<file path="config.mk">
export PLATFORM = sky130hd
export DESIGN_NAME = audio_decimator
export DESIGN_NICKNAME = d
export VERILOG_FILES = /design/src/rtl/audio_decimator.sv
export SDC_FILE = /design/constraint.sdc
export NUM_CORES = 1
export LEC_CHECK = 0
export CAP_MARGIN = 10
export CORE_MARGIN = 10
export CORE_UTILIZATION = 55
export CTS_BUF_LIST = sky130_fd_sc_hd__clkbuf_2 sky130_fd_sc_hd__clkbuf_4 sky130_fd_sc_hd__clkbuf_8
export CTS_CLUSTER_SIZE = 8
export DETAILED_ROUTE_END_ITERATION = 16
export GPL_ROUTABILITY_DRIVEN = 0
export PLACE_DENSITY = 0.72
export SYNTH_ARGS = -nofsm -noshare
export SYNTH_HDL_FRONTEND = slang
export SYNTH_SLANG_ARGS = --single-unit
</file>
<file path="constraint.sdc">
create_clock -name clk -period 9.45 [get_ports clk]
set_input_delay 2.835 -clock clk [delete_from_list [all_inputs] [get_ports clk]]
set_output_delay 2.835 -clock clk [all_outputs]
set_load 0.01 [all_outputs]
</file>
<file path="src/rtl/audio_decimator.sv">
// audio_decimator: N-stage CIC decimator (M=1); integrators step on en960k, combs on en32k&en960k.
// Optional build macro AUDIO_DECIMATOR_ROUND_EN selects round-half-up with saturation instead of truncation.
module audio_decimator #(
  parameter int N     = 3,
  parameter int W_IN  = 16,
  parameter int W_OUT = 16,
  parameter int W_ACC = W_IN + 5*N
) (
  input  logic                    clk,
  input  logic                    reset,
  input  logic                    en960k,
  input  logic                    en32k,
  input  logic signed [W_IN-1:0]  din,
  output logic signed [W_OUT-1:0] dout,
  output logic                    dout_valid
);
  localparam int S = W_ACC - W_OUT;

  logic             w_dec_en;
  logic [W_ACC-1:0] w_din_ext;
  logic [W_ACC-1:0] w_last_integ;
  logic [W_ACC-1:0] r_comb_out;
  logic             r_valid;

  // A stray en32k without en960k must not touch any state.
  assign w_dec_en  = en32k & en960k;
  assign w_din_ext = {{(W_ACC-W_IN){din[W_IN-1]}}, din};

  genvar gi;
  generate
    for (gi = 0; gi < N; gi++) begin : g_stage
      logic [W_ACC-1:0] r_acc;
      logic [W_ACC-1:0] r_dly;
      logic [W_ACC-1:0] w_acc_in;
      logic [W_ACC-1:0] w_x;
      logic [W_ACC-1:0] w_diff;

      if (gi == 0) begin : g_head
        assign w_acc_in = w_din_ext;
        assign w_x      = w_last_integ;
      end else begin : g_tail
        // Integrators use the previous stage's old value (registered cascade).
        assign w_acc_in = g_stage[gi-1].r_acc;
        assign w_x      = g_stage[gi-1].w_diff;
      end

      assign w_diff = w_x - r_dly;

      always_ff @(posedge clk) begin
        if (reset) begin
          r_acc <= '0;
          r_dly <= '0;
        end else begin
          if (en960k) begin
            r_acc <= r_acc + w_acc_in;
          end
          if (w_dec_en) begin
            r_dly <= w_x;
          end
        end
      end
    end
  endgenerate

  assign w_last_integ = g_stage[N-1].r_acc;

  always_ff @(posedge clk) begin
    if (reset) begin
      r_comb_out <= '0;
      r_valid    <= 1'b0;
    end else begin
      r_valid <= w_dec_en;
      if (w_dec_en) begin
        r_comb_out <= g_stage[N-1].w_diff;
      end
    end
  end

  assign dout_valid = r_valid;

`ifdef AUDIO_DECIMATOR_ROUND_EN
  localparam logic [W_ACC:0]   L_HALF = (W_ACC+1)'(1) << (S-1);
  localparam logic [W_OUT-1:0] L_MAX  = {1'b0, {(W_OUT-1){1'b1}}};
  localparam logic [W_OUT-1:0] L_MIN  = {1'b1, {(W_OUT-1){1'b0}}};

  logic [W_ACC:0] w_rounded;
  logic [W_OUT:0] w_shifted;
  logic           w_unused_lsbs;

  // One guard bit keeps the +half from wrapping a large positive value negative.
  assign w_rounded     = {r_comb_out[W_ACC-1], r_comb_out} + L_HALF;
  assign w_shifted     = w_rounded[W_ACC:S];
  assign w_unused_lsbs = &{1'b0, w_rounded[S-1:0]};

  always_comb begin
    dout = w_shifted[W_OUT-1:0];
    if (w_shifted[W_OUT] != w_shifted[W_OUT-1]) begin
      dout = w_shifted[W_OUT] ? L_MIN : L_MAX;
    end
  end
`else
  logic w_unused_lsbs;

  assign dout          = r_comb_out[W_ACC-1:S];
  assign w_unused_lsbs = &{1'b0, r_comb_out[S-1:0]};
`endif

endmodule

</file>
==> flow_summary.yaml <==
global_route:
  grt_usage_pct: 17.8
  grt_start_max_net_pins: 115
  grt_pass1_vias: 11900
  grt_overflow: 0
  antenna_found_initial: 0
  grt_pass1_wl_um: 53200
power_and_ir_drop:
  switching_power_uw: 2660
  comb_power_share_pct: 68.3
  swShare_pct: 43.7
  cellInternalPower_uw: 3430
  p_leak_uw: 0.00718
  power_frac_clock_pct: 14.0
  ir_drop_mv: 0.198
  power_density_nw_per_um2: 372
  seq_power_share_pct: 17.8
  power_uw: 6090
logic_synthesis:
  synth_flop_cell: "dfxtp_1"
  synth_area_leaders: "dfxtp_1, ha_1, a21oi_1"
  synth_top_area_share_pct: 27.0
  synth.largest_area_cell: "dfxtp_1"
  synth_edf_count: 0
  synth_nets: 2137
  synthDistinctLibCells: 69
  yosys_register_bits: 203
  async_reset_ff_share_pct: 0
  synth_area_per_cell_um2: 7.79
  yosys_warnings: 0
  yosysSeqAreaShare_pct: 27.0
  syn_area_um2: 15100
  syn_inst: 1933
critical_path:
  crit_path_end_kind: "flip-flop"
  worstPathArrival_ns: 7.71
  cp_max_fo: 5
  crit_path_frequent_cell: "ha_1"
  critPathSlowestCell: "fa_1"
  max_stage_delay_ns: 0.40
  crit_type: "flip-flop to flip-flop"
  cp-start-kind: "flip-flop"
  cp.required_ns: 9.86
finish:
  n_antenna_cell: 0
  final_common_cell: "nand2_1"
  area_growth_pct: 8.83
  num-fill-cells: 2410
  layout.nets: 2153
  final_util_pct: 60.8
  final_cell_mix: "nand2_1, a21oi_1, dfxtp_1"
  drive_above_1_share_pct: 5.06
routing:
  wl_per_cell_um: 13.2
  wirelength_um: 30600
  viasPerCell: 5.47
  wl_met1_um: 14900
  routed-wl-met2_um: 14000
  drtIter0Drc: 692
  drc: 0
  highest_layer: "met4"
  dr.pass1.iters: 6
  ant_nets: 0
  vias: 12700
  dr_wl_met3_um: 1130
clock_network:
  cts-root-buf: "clkbuf_8"
  cts_hold_buf: 0
  clk_path_buf_depth: 3
  post-cts-setup-buffers: 0
  ctsResizeCount: 0
  cts.sinks: 203
  clkTransAtPathRegs_ns: 0.06
  insertion_delay_ns: 0.52
  ctsHtreeMaxLevel: 2
  tritoncts: "done"
  numCtsBuffers: 36
die:
  num_io_pins: 37
  initial_utilization_pct: 55.9
  die_y_um: 185
  dieArea_um2: 34400
  row_count: 60
  die_w_um: 185
  core_area_um2: 27000
timing:
  post-route-min-period_ns: 7.30
  rsz0062_at_grt: "false"
  tightest_slew_ns: 1.12
  slew_viol_final: 0
  max_slew_margin_pct: 25.2
  skew_ns: 0.0147
  setup_tns_ns: 0
  hold_viol: 0
  setup_viol: 0
  fin_crit_sh_pct: 77.2
  fin_hold_ws_ns: 0.448
  fmax_ghz: 0.137
placement:
  dp_hpwl_um: 22000
  port_buffers: 36
job:
  maxCapViolations: 0
run_status:
  run_status: "finished clean"
min_path:
  hold_class: "flip-flop to flip-flop"
-- registers in the layout, summed over array words and instances (netlist names) --
signal         cells
dout_valid         1
g_stage.r_acc     62
g_stage.r_dly     93
g_stage.w_x       31
r_comb_out        16
-- worst paths after layout --
check / startpoint / end / slack [ns] / depth (start not counted)
setup reg to reg: g_stage[0].w_x[0]$_SDFFE_PP0P_ / r_comb_out[30]$_SDFFE_PP0P_ / 2.15 / 30
setup / recovery: g_stage[0].w_x[0]$_SDFFE_PP0P_ / r_comb_out[30]$_SDFFE_PP0P_ / 2.15 / 30
hold / removal: r_comb_out[21]$_SDFFE_PP0P_ / r_comb_out[21]$_SDFFE_PP0P_ / 0.45 / 2
hold reg to reg: r_comb_out[21]$_SDFFE_PP0P_ / r_comb_out[21]$_SDFFE_PP0P_ / 0.45 / 2
-- per-layer routing --
metal  track usage [%]  vias up
met5                 0        -
met4              5.20        0
met3              2.61       54
met2              30.8      224
met1              22.3     5605
li1                  -     6784
-- synth_stat cells (30+ instances only) --
library cell,number
mux2i_1,43
nor2_1,167
clkbuf_1,54
a211oi_1,30
xor2_1,43
inv_1,150
dfxtp_1,203
nand2_1,253
o21ai_0,74
a21oi_1,239
nand3_1,32
ha_1,179
xnor2_1,96
a21o_1,83
-- critical path, delay by kind of cell, from the launching register on --
kind | cells | cell delay [ns]
AO/OA/AOI/OAI | 16 | 3.30
AND/OR/NAND/NOR | 6 | 1.63
adder cells (fa/ha/maj) | 4 | 1.21
XOR/XNOR | 3 | 0.62
flip-flops | 1 | 0.37
buffers and inverters | 1 | 0.06
-- power by group through the flow --
stage	clock, uW	combinational [uW]	sequential, uW
global route	915	4740	1100
finish	850	4160	1080
global placement	0	4040	1100
floorplan	0	3460	1080
detailed placement	0	4140	1100
CTS	875	4160	1080
-- metrics by stage --
stage	std cells	setup slack, ns	cell area (um^2)
after floorplan	1933	2.75	15100
after global placement	2252	2.34	15600
after detailed placement	2252	2.16	15600
after CTS	2316	2.14	16400
after global routing	2316	1.46	16400
final	2316	2.15	16400
-- layout make-up --
cell class	count	area [um^2]	share of cell area, %
multi-input combinational	1517	10200	62.1
timing repair buffer	40	389	2.37
inverter	151	567	3.46
tap	341	427	2.60
sequential	203	4060	24.8
clock inverter	4	25.0	0.153
clock buffer	60	738	4.51
-- cells by family (layout without fill, tap and decap cells) --
family | after synthesis | count (layout) | synth area share [%]
and+or+nand+nor | 577 | 577 | 16.8
AOI/OAI and AO/OA | 573 | 573 | 24.1
adders and majority gates | 184 | 184 | 15.5
xor gates and xnor gates | 140 | 140 | 8.24
buffers and inverters | 213 | 255 | 5.49
muxes | 43 | 43 | 2.86
DFF | 203 | 203 | 27.0
Power figures use the tool's default switching activity.
